File: src/rtl/tff_pkg.sv
// Shared types and limits for the T flip-flop counter family.
// Imported by the counter top and its bit cell.
package tff_pkg;

  typedef enum logic {
    CNT_WRAP,
    CNT_SAT
  } cnt_mode_e;

  localparam int MAX_WIDTH = 32;

endpackage

File: src/rtl/t_ff_cell.sv
// Single toggle flip-flop bit with synchronous active-low reset
// and a synchronous parallel-load override.
module t_ff_cell
  import tff_pkg::*;
#(
  parameter logic INIT = 1'b0
) (
  input  logic clk,
  input  logic rst,
  input  logic t,
  input  logic ld,
  input  logic ld_val,
  output logic q
);

  always_ff @(posedge clk) begin
    if (!rst) begin
      q <= INIT;
    end else if (ld) begin
      q <= ld_val;
    end else begin
      q <= q ^ t;
    end
  end

endmodule

File: src/rtl/tff_counter.sv
// Up/down counter built from a row of T flip-flop cells, with
// wrap/saturate mode, terminal-count flag and event pulse.
module tff_counter
  import tff_pkg::*;
#(
  parameter int          WIDTH     = 4,
  parameter int unsigned SATURATE  = 0,
  parameter int unsigned RESET_VAL = 0
) (
  input  logic             clk,
  input  logic             rst,
  input  logic             en,
  input  logic             up,
  input  logic             load,
  input  logic [WIDTH-1:0] d,
  output logic [WIDTH-1:0] q,
  output logic             tc,
  output logic             evt
);

  localparam cnt_mode_e MODE =
    (SATURATE != 0) ? CNT_SAT : CNT_WRAP;
  localparam logic [WIDTH-1:0] RST_V =
    RESET_VAL[WIDTH-1:0];

  if (WIDTH < 2 || WIDTH > MAX_WIDTH) begin : g_bad_width
    $error("tff_counter: WIDTH out of range");
  end

  logic [WIDTH-1:0] up_all;
  logic [WIDTH-1:0] dn_all;
  logic [WIDTH-1:0] t;
  logic             at_bnd;
  logic             hold;

  // up_all[i]: all bits below i are ones; dn_all[i]: all are zeros
  always_comb begin
    up_all    = '0;
    dn_all    = '0;
    up_all[0] = 1'b1;
    dn_all[0] = 1'b1;
    for (int i = 1; i < WIDTH; i++) begin
      up_all[i] = up_all[i-1] & q[i-1];
      dn_all[i] = dn_all[i-1] & ~q[i-1];
    end
  end

  always_comb begin
    at_bnd = up ? (up_all[WIDTH-1] & q[WIDTH-1])
                : (dn_all[WIDTH-1] & ~q[WIDTH-1]);
    hold   = (MODE == CNT_SAT) && at_bnd;
    t      = '0;
    if (en && !hold) begin
      t = up ? up_all : dn_all;
    end
  end

  assign tc = at_bnd;

  for (genvar i = 0; i < WIDTH; i++) begin : g_bit
    t_ff_cell #(
      .INIT(RST_V[i])
    ) u_cell (
      .clk   (clk),
      .rst   (rst),
      .t     (t[i]),
      .ld    (load),
      .ld_val(d[i]),
      .q     (q[i])
    );
  end

  always_ff @(posedge clk) begin
    if (!rst) begin
      evt <= 1'b0;
    end else if (load) begin
      evt <= 1'b0;
    end else begin
      evt <= en && at_bnd;
    end
  end

endmodule

File: config.mk
export PLATFORM = sky130hd
export DESIGN_NAME = tff_counter
export DESIGN_NICKNAME = d
export VERILOG_FILES = /design/src/rtl/tff_pkg.sv /design/src/rtl/t_ff_cell.sv /design/src/rtl/tff_counter.sv
export SDC_FILE = /design/constraint.sdc
export NUM_CORES = 1
export LEC_CHECK = 0
export CAP_MARGIN = 20
export CORE_AREA = 4 4 41 43
export DETAILED_ROUTE_END_ITERATION = 12
export DIE_AREA = 0 0 45 47
export DONT_BUFFER_PORTS = 1
export GPL_ROUTABILITY_DRIVEN = 0
export PLACE_DENSITY = 0.49
export SYNTH_ARGS = -nofsm -noshare
export SYNTH_HDL_FRONTEND = slang
export SYNTH_SLANG_ARGS = --single-unit
File: constraint.sdc
create_clock -name clk -period 1.8 [get_ports clk]
set_clock_uncertainty 0.05 [all_clocks]
set_input_delay 0.36 -clock clk [delete_from_list [all_inputs] [get_ports clk]]
set_output_delay 0.36 -clock clk [all_outputs]
set_load 0.01 [all_outputs]
==> results of run 1 <==
## path summary, 6_finish.rpt
path / from / endpoint / slack (ns) / cells after the start
hold / removal: rst / g_bit[0].u_cell.q$_SDFF_PN0_ / 0.19 / 1
hold reg to reg: g_bit[2].u_cell.q$_SDFF_PN0_ / g_bit[2].u_cell.q$_SDFF_PN0_ / 0.53 / 2
setup / recovery: g_bit[0].u_cell.q$_SDFF_PN0_ / tc / 0.10 / 2
setup reg to reg: g_bit[0].u_cell.q$_SDFF_PN0_ / g_bit[2].u_cell.q$_SDFF_PN0_ / 0.33 / 4
## layout make-up
| cell class | count | area (µm²) |
|---|---|---|
| clock buffer | 4 | 26.3 |
| fill | 154 | 925 |
| inverter | 3 | 11.3 |
| timing repair buffer | 2 | 15.0 |
| tap | 15 | 18.8 |
| multi-input combinational | 26 | 205 |
| sequential | 5 | 100 |
## worst register-to-register path: cells and delay by family (launching register included)
| kind | cells | cell delay (ns) |
|---|---|---|
| AO/OA/AOI/OAI | 2 | 0.34 |
| buffers and inverters | 1 | 0.16 |
| AND/OR/NAND/NOR | 1 | 0.54 |
| flip-flops | 1 | 0.31 |
## routing by layer
metal | global-route usage | vias up | wire length, µm
met5 | 0 | - | 0
met4 | 0.0351 | 0 | 0
met3 | 0.107 | 0 | 112
met2 | 0.107 | 16 | 301
met1 | 0.0866 | 131 | 316
li1 | - | 147 | -
## through the flow
| step | setup WS [ns] | std cells |
|---|---|---|
| 2_1_floorplan | 0.243 | 38 |
| 3_3_place_gp | 0.204 | 51 |
| 3_5_place_dp | 0.201 | 51 |
| 4_1_cts | 0.0137 | 55 |
| 5_1_grt | 0.0521 | 55 |
| 6_report | 0.102 | 55 |
## Yosys cell counts
master / instances / share of area
buf_4: 4 / 0.090
and3_1: 2 / 0.037
xnor2_1: 2 / 0.052
dfxtp_1: 5 / 0.30
and2_1: 1 / 0.019
nor2b_1: 2 / 0.037
a311o_1: 1 / 0.030
or4_4: 1 / 0.034
nand2_1: 1 / 0.011
nand2b_1: 1 / 0.019
inv_1: 3 / 0.034
a2111oi_2: 1 / 0.045
a21o_1: 1 / 0.022
nor4b_1: 1 / 0.026
a211oi_1: 1 / 0.022
a31oi_1: 2 / 0.037
nand3_1: 1 / 0.015
nand4_1: 3 / 0.056
o21ai_0: 2 / 0.030
or4b_1: 1 / 0.030
nand3b_1: 1 / 0.022
mux2i_1: 1 / 0.030
## cell families (layout without fill, tap and decap cells)
kind of cell    Yosys count  count (layout)
simple gates             15              15
mux                       1               1
xor+xnor                  2               2
flops                     5               5
buf+inv                   7               9
compound gates            8               8
## power groups by stage
stage	Clock [mW]	Sequential, mW	Combinational, mW
finish	0.127	0.131	0.0541
global placement	0	0.132	0.0495
global route	0.145	0.133	0.0596
CTS	0.134	0.130	0.0500
floorplan	0	0.131	0.0476
detailed placement	0	0.132	0.0500
## layout by cell type, fill, tap and decap left out, types with 2 or more instances in the layout
cell type,netlist,routed
nand4_1,3,3
clkbuf_4,0,3
inv_1,3,3
dfxtp_1,5,5
a31oi_1,2,2
nor2b_1,2,2
o21ai_0,2,2
buf_4,4,2
and3_1,2,2
xnor2_1,2,2
## timing repair
item,4_1_cts,5_1_grt
gates resized for setup,0,2
setup buffers,0,0
endpoints found under the setup margin,0,1
hold buffers,0,0
## flip-flops by register name, indices dropped and copies added (netlist names)
name / flops
evt: 1
g_bit.u_cell.q: 4
==> summary.txt, run 1 <==
Outcome
  – Status: completed

Setup path
  – CP max stage delay: ~0.55 ns
  – CP bufs+invs: 0
  – CP startpoint kind: flop
  – Worst path slowest cell: or4_4
  – CP Class: flop to output port
  – CP required: around 1.4 ns
  – CP delay by family, top: simple AND/OR/NAND/NOR gates
  – Worst setup EP type: output port
  – Worst EP arrival: 1.29 ns
  – Worst Path Max Fanout: 3
  – Critical path, cell by cell: or4_4 -> mux2i_4

CTS
  – Clock Path Buffers: 2
  – H-tree Lvls: 1
  – TritonCTS Buffers: 3
  – Reg clk slew, reported paths: about 0.040 ns
  – Clock root buffer: clkbuf_4
  – CTS tree: yes
  – Sink Count: 5
  – Clock Latency Late Sink: between 0.2 and 0.25 ns

Power
  – Clock Power Share: 0.408
  – Seq pwr share: 0.419
  – NetSw: about 0.080 mW
  – Maximum VDD drop: 0.000367 V
  – Leakage: roughly 0.14 nW
  – Power density cells: a little over 800 nW/µm²
  – Comb pwr share: 0.173
  – Switch share: 0.256
  – Total power draw: 0.312 mW
  – Internal power: approximately 0.23 mW

Logic synthesis
  – Post-synthesis mux area share: 0.0300
  – Simple-Gate Fraction of Synth Area: 0.307
  – Yosys reg bits: 5
  – Sequential area share after synthesis: 0.300
  – Yosys warns: 0
  – Largest family of logic cells by synthesized area: simple AND/OR/NAND/NOR gates
  – Fraction of synthesized cell area in xor and xnor cells: 0.0524
  – Synth unique cells: 22
  – Mapped Nets: between 40 and 50
  – Synth Area in Compound Gates: 0.187
  – Synthesized netlist cell count: 38
  – Post-Synth Adder-Cell Area: 0
  – Syn Std Cell Area: approximately 330 µm²
  – Syn_area_per_cell: 8.79 µm²

Cells and area
  – Final layout net count: 50
  – Layout cells sized above 1: 0.200
  – ANT cells: 0
  – Fin area: around 380 µm²
  – Final Core Density: 0.289
  – Layout area overhead: 12.7%

Routing
  – Drt total wl: ~730 µm
  – Post-route ant nets: 0
  – DR vias: ~300
  – DRT iter0 DRCs: 8
  – Routed vias/inst: 5.35
  – WL per Instance: 13.3 µm
  – Remaining routing DRC violations: 0
  – Drt pass-1 iters: 2

GRT
  – GRT overflow: 0
  – GR Util All Layers: 0.0870
  – First-pass GRT wire length: about 1.2 mm
  – Vias in the first global route: about 280
  – Largest net degree at the start of global routing: 9
  – Initial antenna violation count: 0

STA
  – RSZ-0062 raised after global routing: false
  – Setup TNS: 0 ns
  – Final min period: about 1.7 ns
  – Max frequency: between 500 and 600 MHz
  – Max transition margin: 0.785
  – Fin. max-slew vios: 0
  – Measured slew at the worst slew-check pin: around 0.32 ns
  – Tcrit/Tclk final: 0.943
  – Hold Violations, Final: 0
  – Final setup viols: 0
  – Final Hold Slack: roughly 0.19 ns

Die
  – Die Y: between 40 and 50 µm
  – # IOs: 15
  – FP Rows: 13
  – Initial Util: 0.257
  – Core area: ~1300 µm²
  – Die footprint: between 2000 and 2500 µm²
  – Die W: 45 µm

Job
  – Max Cap Viol: 0

Place
  – # port buffers: 0
  – HPWL Detailed: about 590 µm
  – Post-place instance area: 338 µm²

Min path
  – Hold WC Path Type: input pin to flop
Note: power is estimated with default switching activity, not from simulation.
==> run 2: changes to the inputs <==
==> constraint.sdc (replaced) <==
create_clock -name clk -period 1.6 [get_ports clk]
set_clock_uncertainty 0.05 [all_clocks]
set_input_delay 0.32 -clock clk [delete_from_list [all_inputs] [get_ports clk]]
set_output_delay 0.32 -clock clk [all_outputs]
set_load 0.01 [all_outputs]
==> run 2 against run 1 <==
Compared with the run above: the flow now finishes with violations (setup timing); cell count grew 5.5%; non-clock buffer count is 3 higher; sequential share of layout area shrank 0.69 points; first-iteration DRC count is the same; clock power grew 16%; global-route usage up 0.40 points; sequential cell count is the same; register-to-register slack worse by 0.33 ns; die area did not move; count of clock-buffer cells in the layout unchanged; critical endpoint unchanged.
==> summary.txt, run 2 (synthesized netlist as in run 1, its figures left out) <==
Outcome
  – Status: finished with violations
  – Failing checks: setup timing

Routing
  – WL per Instance: 14.6 µm (+10%)
  – Routed vias/inst: 5.52 (+3.2%)
  – DR vias: 320 (+8.8%)
  – Drt pass-1 iters: 4 (+2)
  – Drt total wl: 849 µm (+16%)
  – DRT iter0 DRCs: 8 (unchanged)
  – Post-route ant nets: 0 (unchanged)
  – Remaining routing DRC violations: 0 (unchanged)

GRT
  – Vias in the first global route: 306 (+8.1%)
  – GR Util All Layers: 0.0910 (+0.00402)
  – GRT met2 Usage: 0.136 (+0.0282)
  – Initial antenna violation count: 0 (unchanged)
  – First-pass GRT wire length: 1.29 mm (+3.9%)
  – GR peak layer: met2
  – Largest net degree at the start of global routing: 9 (unchanged)
  – M3 GR Usage: 0.0996 (-0.00766)
  – GRT overflow: 0 (unchanged)
  – M1 GR Usage: 0.0799 (-0.00665)

Power
  – Power density cells: 934 nW/µm² (+13%)
  – Total power draw: 0.361 mW (+16%)
  – Maximum VDD drop: 0.000403 V (+9.9%)
  – Leakage: 0.151 nW (+9.7%)

Place
  – Placed cells: 53 (+3.9%)
  – HPWL Detailed: 679 µm (+15%)
  – # port buffers: 0 (unchanged)
  – Post-Place Worst Slack: 0.0507 ns (-0.151 ns)

STA
  – Max transition margin: 0.808 (+0.0227)
  – RSZ-0062 raised after global routing: true
  – Tcrit/Tclk final: 1.09
  – Final setup viols: 1 (+1)
  – Final min period: 1.75 ns
  – Fin. max-slew vios: 0 (unchanged)
  – Final Hold Slack: 0.146 ns (-0.0433 ns)
  – Max frequency: approximately 570 MHz
  – Hold Violations, Final: 0 (unchanged)
  – Final setup margin: -0.145 ns (-0.247 ns)
  – Measured slew at the worst slew-check pin: 0.287 ns (-0.0341 ns)

CTS
  – Clock root buffer: clkbuf_4
  – CTS tree: yes
  – TritonCTS Buffers: 3 (unchanged)
  – Sink Count: 5 (unchanged)
  – # hold bufs at CTS: 0 (unchanged)
  – Reg clk slew, reported paths: 0.04 ns (about the same)
  – Post-CTS Resized: 0 (unchanged)
  – Clock Latency Late Sink: 0.24 ns (about the same)
  – H-tree Lvls: 1 (unchanged)
  – Clock Path Buffers: 2 (unchanged)

Die
  – Die footprint: 2120 µm² (unchanged)
  – Initial Util: 0.257 (unchanged)
  – FP Rows: 13 (unchanged)
  – Die W: 45 µm (unchanged)
  – Core area: 1300 µm² (unchanged)
  – # IOs: 15 (unchanged)
  – Die Y: 47 µm (unchanged)

Cells and area
  – Final layout net count: 53 (+6.0%)
  – ANT cells: 0 (unchanged)
  – Layout area overhead: 15.7%
  – Most flop-heavy register: g_bit.u_cell.q
  – Final non-filler cell total: 58 (+5.5%)
  – Largest regs: g_bit.u_cell.q (4), evt (1)
  – Most frequent cells in the layout: dfxtp_1, buf_4, nand4_1, inv_1, clkbuf_4
  – Layout cells sized above 1: 0.233 (+0.0326)
  – Max FFs per register: 4 (unchanged)

Setup path
  – CP startpoint kind: flop
  – Worst setup EP type: output port
  – CP Class: flop to output port
  – Worst EP arrival: 1.38 ns (+0.09 ns)
  – Worst Path Max Fanout: 2 (-1)
  – CP required: 1.23 ns (-0.16 ns)

Min path
  – Hold WC Path Type: input pin to flop

Job
  – Max Cap Viol: 0 (unchanged)
[run 2: changes by cell type in the layout (fill, tap and decap cells not counted)]
| cell | delta |
|---|---|
| buf_4 | +3 |
| mux2i_1 | +1 |
| mux2i_4 | -1 |
[run 2: area by class of cell]
| class | instances | area [µm²] |
|---|---|---|
| clock buffers | 4 | 26.3 |
| fillers | 145 | 915 |
| inverters | 3 | 11.3 |
| multi-input cells | 26 | 193 |
| flip-flops and latches | 5 | 100 |
| well taps | 15 | 18.8 |
| repair buffers | 5 | 37.5 |
[run 2: report_power, final]
group,total (mW),switching [mW],internal [mW],leakage (nW)
Clock,0.147,0.0524,0.0943,0.0150
Combinational,0.0702,0.0330,0.0372,0.0946
Sequential,0.144,0.00963,0.135,0.0413
[run 2: what timing repair did]
action                     in CTS  in global routing
gates cloned                    0                  0
buffers inserted                1                  0
setup endpoints to repair       1                  2
pin swaps                       1                  1
[run 2: worst paths after layout]
kind,start,to,slack (ns),cells past startpoint
min,rst,g_bit[0].u_cell.q$_SDFF_PN0_,0.15,1
max,g_bit[0].u_cell.q$_SDFF_PN0_,tc,-0.15,3
max reg2reg,g_bit[0].u_cell.q$_SDFF_PN0_,g_bit[3].u_cell.q$_SDFF_PN0_,0,4
min reg2reg,g_bit[2].u_cell.q$_SDFF_PN0_,g_bit[2].u_cell.q$_SDFF_PN0_,0.60,3
[run 2: metrics by stage]
| step | util | cell area (µm²) | setup TNS, ns |
|---|---|---|---|
| 2_1_floorplan | - | 334 | 0 |
| 3_3_place_gp | 0.271 | 353 | 0 |
| 3_5_place_dp | 0.271 | 353 | 0 |
| 4_1_cts | 0.297 | 387 | -0.194 |
| 5_1_grt | 0.297 | 387 | -0.258 |
| 6_report | 0.297 | 387 | -0.145 |
[run 2: routing by layer]
layer	vias to the layer above	routed length, µm
met3	0	140
met1	150	320
li1	150	-
met4	0	0
met5	-	0
met2	20	387
[run 2: worst max-delay path, stage by stage (launching register included)]
cell and delay (ns):
dfxtp_1 0.30, or4_4 0.51, mux2i_1 0.17, buf_4 0.15
==> run 3: changes to the inputs <==
==> constraint.sdc (replaced) <==
create_clock -name clk -period 1.6 [get_ports clk]
set_clock_uncertainty 0.05 [all_clocks]
set_input_delay 0.32 -clock clk [delete_from_list [all_inputs] [get_ports clk]]
set_output_delay 0.32 -clock clk [all_outputs]
set_load 0.005 [all_outputs]
==> run 3 against run 2 <==
Compared with the run above: the run still ends with setup timing left; critical path depth down 1; register-to-register slack about the same; sequential cell count unchanged; power up 4.7%; via count up 0.63%; global-route usage down 0.24 points; first-iteration DRC count up 25%; sequential share of layout area down 1.5 points; worst setup slack better by 0.092 ns; critical endpoint unchanged; highest routed layer is now met4.
==> summary.txt, run 3 (synthesized netlist as in run 1, its figures left out) <==
Die
  – # IOs: 15 (unchanged)
  – Die Y: 47 µm (unchanged)
  – Core area: 1300 µm² (unchanged)
  – FP Rows: 13 (unchanged)
  – Die W: 45 µm (unchanged)
  – Initial Util: 0.257 (unchanged)
  – Die footprint: 2120 µm² (unchanged)

Outcome
  – Failing checks: setup timing
  – Status: finished with violations

STA
  – Max frequency: 605 MHz (+5.6%)
  – Max transition margin: 0.777 (-0.0314)
  – Tcrit/Tclk final: 1.03 (-0.0575)
  – Final setup viols: 1 (unchanged)
  – Hold Violations, Final: 0 (unchanged)
  – Final min period: 1.65 ns (-0.0920 ns)
  – Fin. max-slew vios: 0 (unchanged)
  – Final setup margin: -0.0530 ns (+0.0920 ns)
  – Measured slew at the worst slew-check pin: 0.335 ns (+0.0471 ns)
  – Setup TNS: -0.0530 ns (+0.0920 ns)
  – RSZ-0062 raised after global routing: true

Routing
  – DRT iter0 DRCs: 10 (+2)
  – Drt total wl: 901 µm (+6.1%)
  – DR vias: 322 (+0.63%)
  – WL per Instance: 15.0 µm (+2.6%)
  – Post-route ant nets: 0 (unchanged)
  – Remaining routing DRC violations: 0 (unchanged)
  – Routed vias/inst: 5.37 (-2.7%)
  – Drt pass-1 iters: 3 (-1)

Setup path
  – CP bufs+invs: 0 (-1)
  – CP delay by family, top: simple AND/OR/NAND/NOR gates
  – CP startpoint kind: flop
  – Worst Path Max Fanout: 3 (+1)
  – CP Class: flop to output port
  – Critical path, cell by cell: or4_4 -> mux2i_4
  – CP max stage delay: 0.54 ns (+0.03 ns)
  – Worst EP arrival: 1.28 ns (-0.10 ns)
  – CP required: 1.23 ns (about the same)
  – Worst path slowest cell: or4_4
  – Worst setup EP type: output port

Cells and area
  – Final Core Density: 0.332 (+0.0346)
  – Max FFs per register: 4 (unchanged)
  – Most flop-heavy register: g_bit.u_cell.q
  – Layout area overhead: 29.2%
  – Most frequent cells in the layout: buf_4, nand4_1, inv_1, clkbuf_4, dfxtp_1
  – Fill count: 147 (+1.4%)
  – Commonest non-fill, non-tap cell in the layout: buf_4
  – ANT cells: 0 (unchanged)
  – Layout cells sized above 1: 0.333 (+0.101)
  – Largest regs: g_bit.u_cell.q (4), evt (1)
  – Final layout net count: 55 (+3.8%)
  – Fin area: 432 µm² (+12%)

GRT
  – Vias in the first global route: 317 (+3.6%)
  – Initial antenna violation count: 0 (unchanged)
  – Largest net degree at the start of global routing: 9 (unchanged)
  – GRT overflow: 0 (unchanged)
  – GR Util All Layers: 0.0886 (-0.00237)
  – First-pass GRT wire length: 1.29 mm (unchanged)

CTS
  – Clock Path Buffers: 2 (unchanged)
  – # hold bufs at CTS: 0 (unchanged)
  – CTS tree: yes
  – Sink Count: 5 (unchanged)
  – H-tree Lvls: 1 (unchanged)
  – Reg clk slew, reported paths: 0.05 ns (about the same)
  – Clock Latency Late Sink: 0.25 ns (about the same)
  – TritonCTS Buffers: 3 (unchanged)
  – Clock root buffer: clkbuf_4

Power
  – Power density cells: 876 nW/µm² (-6.2%)
  – Comb pwr share: 0.200 (+0.006)
  – Leakage: 0.164 nW (+8.5%)
  – Clock Power Share: 0.406 (about the same)
  – NetSw: 0.103 mW (+7.9%)
  – Switch share: 0.271 (+0.00817)
  – Seq pwr share: 0.394 (-0.005)
  – Maximum VDD drop: 0.000346 V (-14%)
  – Internal power: 0.275 mW (+3.5%)

Min path
  – Hold WC Path Type: input pin to flop

Place
  – Post-place instance area: 345 µm² (-2.1%)
  – HPWL Detailed: 595 µm (-12%)
  – # port buffers: 0 (unchanged)
  – Post-Place Worst Slack: 0.134 ns (+0.0832 ns)

Job
  – Max Cap Viol: 0 (unchanged)
==> run 3: final cells by class <==
| type | count | area (µm²) | share of cell area |
|---|---|---|---|
| repair buffers | 7 | 52.6 | 0.122 |
| flip-flops and latches | 5 | 105 | 0.243 |
| inverters | 3 | 11.3 | 0.0261 |
| clock buffers | 4 | 26.3 | 0.0609 |
| well taps | 15 | 18.8 | 0.0435 |
| multi-input cells | 26 | 218 | 0.504 |
==> run 3: repair_timing <==
action / in CTS / in global routing
setup endpoints to repair: 1 / 2
pin swaps: 1 / 1
setup buffers: 1 / 3
resized for setup: 4 / 2
hold endpoints to repair: 0 / 0
==> run 3: power groups by stage <==
stage | logic [mW] | registers (mW) | clock network, mW
detailed placement | 0.0538 | 0.149 | 0
finish | 0.0755 | 0.149 | 0.153
global placement | 0.0535 | 0.150 | 0
floorplan | 0.0491 | 0.148 | 0
global route | 0.0832 | 0.151 | 0.168
CTS | 0.0628 | 0.149 | 0.155
==> run 3: through the flow <==
stage | hold WS, ns | total power [mW] | std cells
floorplan | 0.392 | 0.197 | 38
detailed placement | 0.395 | 0.203 | 52
CTS | 0.148 | 0.368 | 57
global route | 0.141 | 0.402 | 60
finish | 0.149 | 0.378 | 60
global placement | 0.396 | 0.203 | 52
==> run 3: worst paths after layout <==
path	from	slack, ns	to	cells after the start
worst max-delay path	g_bit[0].u_cell.q$_SDFF_PN0_	-0.05	tc	2
worst min-delay path	rst	0.15	g_bit[0].u_cell.q$_SDFF_PN0_	1
worst max register to register	g_bit[0].u_cell.q$_SDFF_PN0_	0.01	g_bit[3].u_cell.q$_SDFF_PN0_	4
worst min register to register	g_bit[2].u_cell.q$_SDFF_PN0_	0.55	g_bit[2].u_cell.q$_SDFF_PN0_	2
==> run 3: routing by layer <==
layer | vias to the layer above | GRT usage | wire, µm
met5 | - | 0 | 0
met4 | 0 | 0.0526 | 8
met3 | 2 | 0.0690 | 125
met2 | 18 | 0.127 | 418
met1 | 144 | 0.0913 | 349
li1 | 158 | - | -
